--- config.mk ---
export PLATFORM = sky130hd
export DESIGN_NAME = pc_sequencer_flat
export DESIGN_NICKNAME = d
export VERILOG_FILES = /design/src/rtl/pc_sequencer_pkg.sv /design/src/rtl/pc_sequencer_if.sv /design/src/rtl/pc_sequencer_br_target_calc.sv /design/src/rtl/pc_sequencer.sv /design/src/flat_wrapper.sv
export SDC_FILE = /design/constraint.sdc
export NUM_CORES = 1
export LEC_CHECK = 0
export ABC_AREA = 1
export CAP_MARGIN = 10
export CORE_MARGIN = 2
export CORE_UTILIZATION = 42
export CTS_BUF_LIST = sky130_fd_sc_hd__clkbuf_8
export DETAILED_ROUTE_END_ITERATION = 12
export DONT_BUFFER_PORTS = 1
export GPL_ROUTABILITY_DRIVEN = 0
export SLEW_MARGIN = 20
export SYNTH_ARGS = -nofsm -noshare
export SYNTH_HDL_FRONTEND = slang
export SYNTH_SLANG_ARGS = --single-unit
--- constraint.sdc ---
create_clock -name clk -period 1.45 [get_ports clk]
set_input_delay 0.145 -clock clk [delete_from_list [all_inputs] [get_ports clk]]
set_output_delay 0.145 -clock clk [all_outputs]
set_load 0.03 [all_outputs]
--- src/rtl/pc_sequencer_pkg.sv ---
// Shared types and widths for the PC sequencer.
// Optional branch counter: define PC_SEQ_BRANCH_COUNT_EN.
package pc_sequencer_pkg;

    localparam int WORD_W = 16;
    localparam int OFF_W  = 9;
    localparam int FCNT_W = 3;

    typedef enum logic [1:0] {
        RUN   = 2'd0,
        FLUSH = 2'd1,
        HALT  = 2'd2
    } state_e;

    function automatic logic [WORD_W-1:0] sext_off(
        input logic [OFF_W-1:0] off
    );
        return {{(WORD_W-OFF_W){off[OFF_W-1]}}, off};
    endfunction

endpackage

--- src/rtl/pc_sequencer_if.sv ---
// Fetch-request and branch-resolution handshake bundle.
// The sequencer uses the master side.
interface pc_sequencer_if;
    import pc_sequencer_pkg::*;

    logic              imem_req_o;
    logic              imem_ready_i;
    logic              br_valid_i;
    logic              br_taken_i;
    logic [WORD_W-1:0] br_pc_i;
    logic [OFF_W-1:0]  br_offset_i;
    logic              br_ready_o;

    modport master (
        output imem_req_o,
        output br_ready_o,
        input  imem_ready_i,
        input  br_valid_i,
        input  br_taken_i,
        input  br_pc_i,
        input  br_offset_i
    );

    modport slave (
        input  imem_req_o,
        input  br_ready_o,
        output imem_ready_i,
        output br_valid_i,
        output br_taken_i,
        output br_pc_i,
        output br_offset_i
    );

endinterface

--- src/rtl/pc_sequencer_br_target_calc.sv ---
// Branch target: branch PC plus sign-extended word offset, mod 2^16.
module br_target_calc
    import pc_sequencer_pkg::*;
(
    input  logic [WORD_W-1:0] br_pc,
    input  logic [OFF_W-1:0]  br_offset,
    output logic [WORD_W-1:0] target
);

    assign target = br_pc + sext_off(br_offset);

endmodule

--- src/rtl/pc_sequencer.sv ---
// Fetch PC sequencer with RUN/FLUSH/HALT control.
// Optional taken-branch counter: define PC_SEQ_BRANCH_COUNT_EN.
module pc_sequencer
    import pc_sequencer_pkg::*;
#(
    parameter logic [WORD_W-1:0] RESET_PC     = 16'h0000,
    parameter int                FLUSH_CYCLES = 2
) (
    input  logic              clk,
    input  logic              rst_n,
    input  logic              stall_i,
    input  logic              halt_i,
    pc_sequencer_if.master    bus,
    output logic [WORD_W-1:0] pc_o,
    output logic              flush_o,
    output logic [WORD_W-1:0] br_count_o
);

    localparam logic [1:0] S_RUN   = RUN;
    localparam logic [1:0] S_FLUSH = FLUSH;
    localparam logic [1:0] S_HALT  = HALT;

    localparam logic [FCNT_W-1:0] FLUSH_LD = FCNT_W'(FLUSH_CYCLES);

    logic [1:0]        state_q, state_n;
    logic [WORD_W-1:0] pc_q, pc_n;
    logic [FCNT_W-1:0] cnt_q, cnt_n;
    logic [WORD_W-1:0] target;
    logic              st_run, st_flush, st_halt;
    logic              br_hit, fetch_go;

    br_target_calc u_tgt (
        .br_pc     (bus.br_pc_i),
        .br_offset (bus.br_offset_i),
        .target    (target)
    );

    assign st_run   = (state_q == S_RUN);
    assign st_flush = (state_q == S_FLUSH);
    assign st_halt  = (state_q == S_HALT);

    assign br_hit   = st_run & bus.br_valid_i & bus.br_taken_i;
    assign fetch_go = bus.imem_req_o & bus.imem_ready_i & ~stall_i;

    always_comb begin
        state_n = state_q;
        pc_n    = pc_q;
        cnt_n   = cnt_q;
        unique case (1'b1)
            st_run: begin
                if (br_hit) begin
                    pc_n    = target;
                    cnt_n   = FLUSH_LD;
                    state_n = S_FLUSH;
                end else if (halt_i) begin
                    state_n = S_HALT;
                end else if (fetch_go) begin
                    pc_n = pc_q + 16'd1;
                end
            end
            st_flush: begin
                // A zero count can only appear if the state got corrupted;
                // leave FLUSH rather than wrapping the counter.
                cnt_n = (cnt_q == '0) ? '0 : cnt_q - 1'b1;
                if (cnt_q <= 1) begin
                    state_n = halt_i ? S_HALT : S_RUN;
                end
            end
            st_halt: begin
                if (!halt_i) begin
                    state_n = S_RUN;
                end
            end
            default: begin
                state_n = S_RUN;
            end
        endcase
    end

    always_ff @(posedge clk or negedge rst_n) begin
        if (!rst_n) begin
            state_q <= S_RUN;
            pc_q    <= RESET_PC;
            cnt_q   <= '0;
        end else begin
            state_q <= state_n;
            pc_q    <= pc_n;
            cnt_q   <= cnt_n;
        end
    end

    assign pc_o           = pc_q;
    assign flush_o        = st_flush;
    assign bus.imem_req_o = st_run;
    assign bus.br_ready_o = st_run;

`ifdef PC_SEQ_BRANCH_COUNT_EN
    logic [WORD_W-1:0] bcnt_q;

    always_ff @(posedge clk or negedge rst_n) begin
        if (!rst_n) begin
            bcnt_q <= '0;
        end else if (br_hit && (bcnt_q != '1)) begin
            bcnt_q <= bcnt_q + 16'd1;
        end
    end

    assign br_count_o = bcnt_q;
`else
    assign br_count_o = '0;
`endif

endmodule

--- src/flat_wrapper.sv ---
// flat-port wrapper written by rule: the top's interface ports become plain ports
module pc_sequencer_flat import pc_sequencer_pkg::*;
#(
    parameter logic [WORD_W-1:0] RESET_PC     = 16'h0000,
    parameter int                FLUSH_CYCLES = 2
)
  (clk, rst_n, stall_i, halt_i, pc_o, flush_o, br_count_o, bus_imem_req_o, bus_br_ready_o, bus_imem_ready_i, bus_br_valid_i, bus_br_taken_i, bus_br_pc_i, bus_br_offset_i);
  pc_sequencer_if bus_i ();
  input  logic clk;
  input  logic rst_n;
  input  logic stall_i;
  input  logic halt_i;
  output logic [WORD_W-1:0] pc_o;
  output logic flush_o;
  output logic [WORD_W-1:0] br_count_o;
  output wire logic [$bits(bus_i.imem_req_o)-1:0] bus_imem_req_o;
  output wire logic [$bits(bus_i.br_ready_o)-1:0] bus_br_ready_o;
  input wire logic [$bits(bus_i.imem_ready_i)-1:0] bus_imem_ready_i;
  input wire logic [$bits(bus_i.br_valid_i)-1:0] bus_br_valid_i;
  input wire logic [$bits(bus_i.br_taken_i)-1:0] bus_br_taken_i;
  input wire logic [$bits(bus_i.br_pc_i)-1:0] bus_br_pc_i;
  input wire logic [$bits(bus_i.br_offset_i)-1:0] bus_br_offset_i;
  assign bus_imem_req_o = bus_i.imem_req_o;
  assign bus_br_ready_o = bus_i.br_ready_o;
  assign bus_i.imem_ready_i = bus_imem_ready_i;
  assign bus_i.br_valid_i = bus_br_valid_i;
  assign bus_i.br_taken_i = bus_br_taken_i;
  assign bus_i.br_pc_i = bus_br_pc_i;
  assign bus_i.br_offset_i = bus_br_offset_i;
  pc_sequencer #(.RESET_PC(RESET_PC), .FLUSH_CYCLES(FLUSH_CYCLES)) u_core (.clk(clk), .rst_n(rst_n), .stall_i(stall_i), .halt_i(halt_i), .bus(bus_i), .pc_o(pc_o), .flush_o(flush_o), .br_count_o(br_count_o));
endmodule
==> results of run 1 <==
[flip-flops by register name, indices dropped and copies added, names as in the netlist]
| register | count |
|---|---|
| u_core.pc_o | 16 |
| u_core.state_q | 2 |
| u_core.cnt_q | 3 |
[stage by stage]
stage	TNS, ps	hold WS, ps	util	power [mW]
final	0	23.0	0.511	4.55
after global routing	-102	7.16	0.511	4.93
after CTS	0	6.43	0.498	4.42
after detailed placement	-378	-150	0.488	4.00
after global placement	-203	-150	0.488	3.96
after floorplan	0	-151	-	3.20
[path summary, 6_finish.rpt]
kind / end / from / cells past startpoint / slack [ps]
min in group asynchronous: u_core.pc_o[5] / rst_n / 2 / 380
hold / removal: u_core.state_q[1] / halt_i / 2 / 20
setup reg to reg: u_core.pc_o[5] / u_core.state_q[1] / 9 / 60
hold reg to reg: u_core.cnt_q[0] / u_core.cnt_q[0] / 1 / 510
setup / recovery: u_core.pc_o[5] / u_core.state_q[1] / 9 / 60
max in group asynchronous: u_core.pc_o[10] / rst_n / 2 / 700
[repair_timing]
action,4_1_cts,5_1_grt
buffers inserted,0,4
hold buffers,1,1
pin swaps,0,1
resized for setup,1,12
setup endpoints to repair,2,12
hold endpoints to repair,21,21
[layer usage]
layer / vias up / GRT usage
li1: 1255 / -
met5: - / 0
met3: 9 / 0.0158
met4: 0 / 0.0695
met2: 77 / 0.298
met1: 1055 / 0.254
[cell families after synthesis]
| kind of cell | count (synthesis) | share of synthesized area |
|---|---|---|
| other | 1 | 0.00155 |
| adders and majority gates | 19 | 0.101 |
| DFF | 21 | 0.217 |
| and+or+nand+nor | 206 | 0.379 |
| xor gates and xnor gates | 10 | 0.0362 |
| buffers and inverters | 81 | 0.156 |
| AOI/OAI and AO/OA | 45 | 0.109 |
[cells in the mapped netlist (4+ instances only)]
library cell  instances  area share
a21oi_1              19       0.039
buf_4                17       0.053
dfrtp_1              21        0.22
ha_1                 18       0.093
inv_1                55       0.085
inv_2                 6      0.0093
nand2_1             117        0.18
nand2_2               5       0.013
nand3_1              26       0.054
nand4_1               5       0.013
nor2_1               33       0.051
nor2_4                4       0.019
o21ai_0               5       0.010
o21ai_1               6       0.012
xnor2_1               6       0.022
xor2_1                4       0.014
[worst max-delay path: stages, from the launching register on]
cell	delay, ps
dfrtp_1	420
inv_2	80
nand2_2	70
nor2_4	190
inv_4	90
buf_12	150
o21ai_0	70
a21oi_1	50
nor2_1	80
a22oi_1	60
[final cells by class]
class                           instances  area, sq um  share of cell area
Clock buffer                            3         41.3              0.0146
Multi-Input combinational cell        296         1620               0.570
Timing Repair Buffer                   40          317               0.112
Sequential cell                        21          533               0.188
Inverter                               61          231              0.0817
Tap cell                               72         90.1              0.0318
Clock inverter                          1         3.75             0.00133
[power by group through the flow]
| stage | Sequential (mW) | Clock [mW] | Combinational, mW |
|---|---|---|---|
| CTS | 1.23 | 0.400 | 2.80 |
| detailed placement | 1.24 | 0 | 2.77 |
| global route | 1.28 | 0.429 | 3.23 |
| finish | 1.24 | 0.388 | 2.92 |
| floorplan | 1.62 | 0 | 1.58 |
| global placement | 1.24 | 0 | 2.73 |
==> impl_metrics.env, run 1 <==
export IMPL_ys_seq_elements=21
export IMPL_pin_count=67
export IMPL_dp_slack_ps=-111
export IMPL_die_area_sq_um=6390
export IMPL_clock_sinks=21
export IMPL_path_clk_slew_ps=80
export IMPL_drc=0
export IMPL_drv_cap=0
export IMPL_diodes=0
export IMPL_clock_path_buffers=2
export IMPL_seq_area_frac_synth=0.217
export IMPL_num_rows=27
export IMPL_start_util=0.437
export IMPL_hold_class="input port to flop"
export IMPL_die_height_microns=79.9
export IMPL_design_area_sq_um=2830
export IMPL_synth_distinct_cells=39
export IMPL_cts_root_buf="clkbuf_8"
export IMPL_ant_nets=0
export IMPL_setup_viol=0
export IMPL_dieWidth_microns=79.9
export IMPL_switching_share=0.526
export IMPL_tritoncts="yes"
export IMPL_nFillCells=577
export IMPL_grt_max_degree=22
export IMPL_worst_setup_path_type="flop to flop"
export IMPL_synthCells=383
export IMPL_drtIter0Drc=146
export IMPL_cts_made_buffers=3
export IMPL_seqPwrFrac=0.272
export IMPL_power_density_nw_per_um2=1610
export IMPL_slew_viol_final=0
export IMPL_core_area_sq_um=5540
export IMPL_drive_gt1_frac=0.190
export IMPL_instances_no_fill=494
export IMPL_antenna_found_initial=0
export IMPL_vdd_ir_drop_max_mv=0.791
export IMPL_gr_total_overflow=0
export IMPL_synthFlopType="dfrtp_1"
export IMPL_grt_pass1_wl_microns=9420
export IMPL_layout_common_cells="116 x nand2_1, 56 x inv_1, 36 x buf_4"
export IMPL_routed_wl_microns=5700
export IMPL_worst_slack_ps=63.8
export IMPL_post_dp_hpwl_microns=4660
export IMPL_wl_met3_microns=403
export IMPL_cp_end_kind="flop"
export IMPL_vias_per_cell=4.85
export IMPL_rsz0062_at_grt="true"
export IMPL_finalCritPeriodShare=0.956
export IMPL_port_buffers=0
export IMPL_clkPwrFrac=0.085
export IMPL_leakage_nw=1.54
export IMPL_area_delta_synth_final_pct=17.0
export IMPL_p_int_mw=2.15
export IMPL_async_flop_share=1.00
export IMPL_synth_edff_count=0
export IMPL_fmaxAchievable_ghz=0.721
export IMPL_met1_length_microns=2590
export IMPL_hold_viol_final=0
export IMPL_syn_avg_cell_area_sq_um=6.32
export IMPL_post_drt_wl_per_cell_microns=11.5
export IMPL_num_nets_final=474
export IMPL_route_met2_wl_microns=2610
export IMPL_h_tree_depth=1
export IMPL_required_ps=1600
export IMPL_fin_crit_ps=1390
export IMPL_grt_pass1_vias=2144
export IMPL_clk_latency_ps=260
export IMPL_yosysWarnings=0
export IMPL_netlist_area_sq_um=2420
export IMPL_power_frac_comb=0.642
export IMPL_run_status="complete, no violations"
export IMPL_crit_path_start_kind="flop"
export IMPL_vias=2396
export IMPL_first_pass_iters=4
export IMPL_grtUsageTotal=0.184
export IMPL_top_layer="met4"
export IMPL_fin_skew_ps=4.31
export IMPL_post_dp_cell_area_sq_um=2700
export IMPL_arrival_ps=1540
export IMPL_dp_cells=484
export IMPL_cp_max_fo=13
export IMPL_p_sw_mw=2.40
export IMPL_mostFrequentLayoutCell="nand2_1"
Note: power is estimated with default switching activity, not from simulation.
==> run 2: changes to the inputs <==
--- a/config.mk
+++ b/config.mk
@@ -13,7 +13,9 @@
 export DETAILED_ROUTE_END_ITERATION = 12
 export DONT_BUFFER_PORTS = 1
 export GPL_ROUTABILITY_DRIVEN = 0
+export HOLD_SLACK_MARGIN = 0.02
 export SLEW_MARGIN = 20
 export SYNTH_ARGS = -nofsm -noshare
 export SYNTH_HDL_FRONTEND = slang
 export SYNTH_SLANG_ARGS = --single-unit
+export TNS_END_PERCENT = 100
==> impl_metrics.env, run 2 (synthesis gave the netlist of run 1 again) <==
export IMPL_worst_setup_path_type="flop to flop"
export IMPL_crit_path_start_kind="flop"
export IMPL_grt_pass1_vias=2144
export IMPL_clock_path_buffers=2
export IMPL_dieWidth_microns=79.9
export IMPL_grt_pass1_wl_microns=9430
export IMPL_drtIter0Drc=150
export IMPL_vdd_ir_drop_max_mv=0.790
export IMPL_start_util=0.437
export IMPL_antenna_found_initial=0
export IMPL_leakage_nw=1.54
export IMPL_run_status="complete, no violations"
export IMPL_routed_wl_microns=5660
export IMPL_required_ps=1600
export IMPL_layout_common_cells="116 x nand2_1, 56 x inv_1, 36 x buf_4"
export IMPL_grt_max_degree=22
export IMPL_post_dp_hpwl_microns=4660
export IMPL_gr_total_overflow=0
export IMPL_port_buffers=0
export IMPL_die_area_sq_um=6390
export IMPL_clk_latency_ps=260
export IMPL_mostFrequentLayoutCell="nand2_1"
export IMPL_cts_root_buf="clkbuf_8"
export IMPL_worst_slack_ps=63.3
export IMPL_largest_reg_flops=16
export IMPL_rr_worst_depth=9
export IMPL_clock_sinks=21
export IMPL_fmaxAchievable_ghz=0.721
export IMPL_hold_depth=3
export IMPL_post_dp_cell_area_sq_um=2700
export IMPL_ant_nets=0
export IMPL_path_clk_slew_ps=80
export IMPL_core_area_sq_um=5540
export IMPL_drive_gt1_frac=0.189
export IMPL_vias=2392
export IMPL_first_pass_iters=4
export IMPL_diodes=0
export IMPL_num_rows=27
export IMPL_vias_per_cell=4.83
export IMPL_design_area_sq_um=2840
export IMPL_die_height_microns=79.9
export IMPL_dp_slack_ps=-111
export IMPL_num_nets_final=475
export IMPL_finalCritPeriodShare=0.956
export IMPL_fin_crit_ps=1390
export IMPL_grtUsageTotal=0.185
export IMPL_hold_viol_final=0
export IMPL_cp_end_kind="flop"
export IMPL_multi_input_area_sq_um=1620
export IMPL_pin_count=67
export IMPL_power_density_nw_per_um2=1600
export IMPL_arrival_ps=1540
export IMPL_rsz0062_at_grt="true"
export IMPL_cp_max_fo=13
export IMPL_nFillCells=576
export IMPL_regArea_sq_um=533
export IMPL_cts_made_buffers=3
export IMPL_drv_cap=0
export IMPL_post_drt_wl_per_cell_microns=11.4
export IMPL_drc=0
export IMPL_slew_viol_final=0
export IMPL_fin_skew_ps=4.52
export IMPL_setup_viol=0
export IMPL_h_tree_depth=1
export IMPL_area_delta_synth_final_pct=17.4
export IMPL_tritoncts="yes"
export IMPL_hold_class="input port to flop"
-- run 2: changes by cell type in the layout (fill, tap and decap cells not counted) --
| cell | change |
|---|---|
| dlygate4sd3_1 | +1 |
-- run 2: path summary, 6_finish.rpt --
kind                                   startpoint              end  slack (ps)
min in group asynchronous                   rst_n   u_core.pc_o[5]         380
worst max-delay path            u_core.state_q[1]   u_core.pc_o[5]          60
max in group asynchronous                   rst_n  u_core.pc_o[10]         700
worst min-delay path               bus_br_pc_i[0]   u_core.pc_o[0]         150
worst max register to register  u_core.state_q[1]   u_core.pc_o[5]          60
worst min register to register    u_core.cnt_q[0]  u_core.cnt_q[0]         510
-- run 2: area by class of cell --
class / instances / area share
Tap cell: 72 / 0.0317
Clock buffer: 3 / 0.0145
Clock inverter: 1 / 0.00132
Sequential cell: 21 / 0.188
Timing Repair Buffer: 41 / 0.115
Multi-Input combinational cell: 296 / 0.568
Inverter: 61 / 0.0815
-- run 2: repair_timing --
item | in CTS | in global routing
endpoints found under the hold margin | 22 | 21
cloned | 0 | 0
pin swaps | 0 | 1
setup buffers | 0 | 4
resized for setup | 1 | 12
endpoints found under the setup margin | 2 | 12
hold buffers | 2 | 1
-- run 2: per-layer routing --
| layer | global-route usage | vias to the layer above | wire, microns |
|---|---|---|---|
| met2 | 0.298 | 70 | 2620 |
| met4 | 0.0695 | 0 | 98 |
| li1 | - | 1259 | - |
| met5 | 0 | - | 0 |
| met3 | 0.0158 | 9 | 336 |
| met1 | 0.255 | 1054 | 2600 |
-- run 2: worst max-delay path, stage by stage (launching register included) --
cell and delay (ps):
dfrtp_1 420, inv_2 80, nand2_2 70, nor2_4 190, inv_4 90, buf_12 150
o21ai_0 70, a21oi_1 50, nor2_1 80, a22oi_1 60
-- run 2: per-stage QoR --
| step | hold WS [ps] | setup TNS [ps] | std cells | utilization | total power, mW |
|---|---|---|---|---|---|
| floorplan | -151 | 0 | 398 | - | 3.20 |
| finish | 154 | 0 | 495 | 0.513 | 4.54 |
| global route | 183 | -102 | 495 | 0.513 | 4.94 |
| global placement | -150 | -203 | 484 | 0.488 | 3.96 |
| detailed placement | -150 | -378 | 484 | 0.488 | 4.00 |
| CTS | 154 | 0 | 490 | 0.500 | 4.43 |
-- run 2: report_power, final --
part	leakage [nW]	switching (mW)	internal (mW)
Combinational	1.27	1.82	1.09
Clock	0.0269	0.201	0.189
Sequential	0.242	0.361	0.873
==> run 3: changes to the inputs <==
--- a/config.mk
+++ b/config.mk
@@ -14,7 +14,7 @@
 export DONT_BUFFER_PORTS = 1
 export GPL_ROUTABILITY_DRIVEN = 0
 export HOLD_SLACK_MARGIN = 0.02
-export SLEW_MARGIN = 20
+export SLEW_MARGIN = 10
 export SYNTH_ARGS = -nofsm -noshare
 export SYNTH_HDL_FRONTEND = slang
 export SYNTH_SLANG_ARGS = --single-unit
==> impl_metrics.env, run 3 (synthesis gave the netlist of run 1 again) <==
export IMPL_regArea_sq_um=533
export IMPL_num_nets_final=474
export IMPL_power_density_nw_per_um2=1600
export IMPL_die_area_sq_um=6390
export IMPL_arrival_ps=1530
export IMPL_clk_latency_ps=260
export IMPL_rsz0062_at_grt="true"
export IMPL_vias=2401
export IMPL_grt_pass1_wl_microns=9430
export IMPL_port_buffers=0
export IMPL_h_tree_depth=1
export IMPL_largest_reg_flops=16
export IMPL_drtIter0Drc=152
export IMPL_fin_crit_ps=1380
export IMPL_mostFrequentLayoutCell="nand2_1"
export IMPL_setup_viol=0
export IMPL_start_util=0.437
export IMPL_cts_made_buffers=3
export IMPL_nFillCells=578
export IMPL_run_status="complete, no violations"
export IMPL_drive_gt1_frac=0.187
export IMPL_finalCritPeriodShare=0.953
export IMPL_leakage_nw=1.54
export IMPL_cts_root_buf="clkbuf_8"
export IMPL_grt_max_degree=22
export IMPL_routed_wl_microns=5660
export IMPL_required_ps=1600
export IMPL_diodes=0
export IMPL_post_dp_cell_area_sq_um=2700
export IMPL_layout_common_cells="116 x nand2_1, 56 x inv_1, 36 x buf_4"
export IMPL_ant_nets=0
export IMPL_worst_setup_path_type="flop to flop"
export IMPL_crit_path_start_kind="flop"
export IMPL_maxSlewHeadroom=0.331
export IMPL_vias_per_cell=4.86
export IMPL_pin_count=67
export IMPL_grt_pass1_vias=2144
export IMPL_tritoncts="yes"
export IMPL_dieWidth_microns=79.9
export IMPL_slew_viol_final=0
export IMPL_worst_pin_slew_ps=1000
export IMPL_fin_skew_ps=5.13
export IMPL_power_mw=4.54
export IMPL_path_clk_slew_ps=80
export IMPL_num_rows=27
export IMPL_drv_cap=0
export IMPL_vdd_ir_drop_max_mv=0.789
export IMPL_area_delta_synth_final_pct=17.2
export IMPL_hold_viol_final=0
export IMPL_post_drt_wl_per_cell_microns=11.5
export IMPL_first_pass_iters=4
export IMPL_hold_class="input port to flop"
export IMPL_multi_input_area_sq_um=1620
export IMPL_cp_max_fo=13
export IMPL_finish_utilization=0.512
export IMPL_design_area_sq_um=2840
export IMPL_gr_total_overflow=0
export IMPL_clock_sinks=21
export IMPL_cp_end_kind="flop"
export IMPL_antenna_found_initial=0
export IMPL_grtUsageTotal=0.185
export IMPL_core_area_sq_um=5540
export IMPL_clock_path_buffers=2
export IMPL_drc=0
export IMPL_die_height_microns=79.9
export IMPL_fmaxAchievable_ghz=0.724
export IMPL_post_dp_hpwl_microns=4660
## run 3: changes by cell type in the layout (fill, tap and decap cells not counted)
cell | previous run | this run
buf_2 | 1 | 0
## run 3: final timing paths
kind / startpoint / to / slack (ps) / cells past startpoint
setup reg to reg: u_core.state_q[1] / u_core.pc_o[5] / 70 / 9
hold / removal: bus_br_pc_i[0] / u_core.pc_o[0] / 160 / 3
min in group asynchronous: rst_n / u_core.pc_o[0] / 490 / 1
max in group asynchronous: rst_n / u_core.pc_o[10] / 280 / 1
hold reg to reg: u_core.cnt_q[0] / u_core.cnt_q[0] / 510 / 1
setup / recovery: u_core.state_q[1] / u_core.pc_o[5] / 70 / 9
## run 3: what timing repair did
item | CTS | global route
endpoints found under the setup margin | 2 | 12
gates resized for setup | 1 | 12
hold buffers | 2 | 0
endpoints found under the hold margin | 22 | 0
setup buffers | 0 | 4
pin swaps | 0 | 1
## run 3: through the flow
step | setup slack [ps] | TNS, ps | cells | hold slack [ps]
floorplan | 2.78 | 0 | 398 | -151
global placement | -57.0 | -203 | 484 | -150
detailed placement | -111 | -378 | 484 | -150
CTS | 15.6 | 0 | 490 | 154
global route | -42.1 | -102 | 494 | 183
finish | 68.3 | 0 | 494 | 160
## run 3: where the power goes
part	switching (mW)	total [mW]	leakage, nW	internal, mW
combinational	1.83	2.92	1.27	1.09
clock	0.200	0.389	0.0269	0.189
sequential	0.363	1.24	0.242	0.873
## run 3: cell type report
type	count	area share
multi-input combinational	296	0.569
tap	72	0.0318
clock buffer	3	0.0146
sequential	21	0.188
timing repair buffer	40	0.113
clock inverter	1	0.00132
inverter	61	0.0816
## run 3: critical path, cell delays in order (launching register included)
cell	delay, ps
dfrtp_1	420
inv_2	80
nand2_2	70
nor2_4	190
inv_4	90
buf_12	150
o21ai_0	70
a21oi_1	50
nor2_1	80
a22oi_1	60
## run 3: layer usage
| metal | track usage | vias to the layer above | part of all wire |
|---|---|---|---|
| li1 | - | 1257 | - |
| met1 | 0.255 | 1057 | 0.45 |
| met2 | 0.298 | 78 | 0.46 |
| met3 | 0.0158 | 9 | 0.070 |
| met4 | 0.0695 | 0 | 0.017 |
| met5 | 0 | - | 0 |
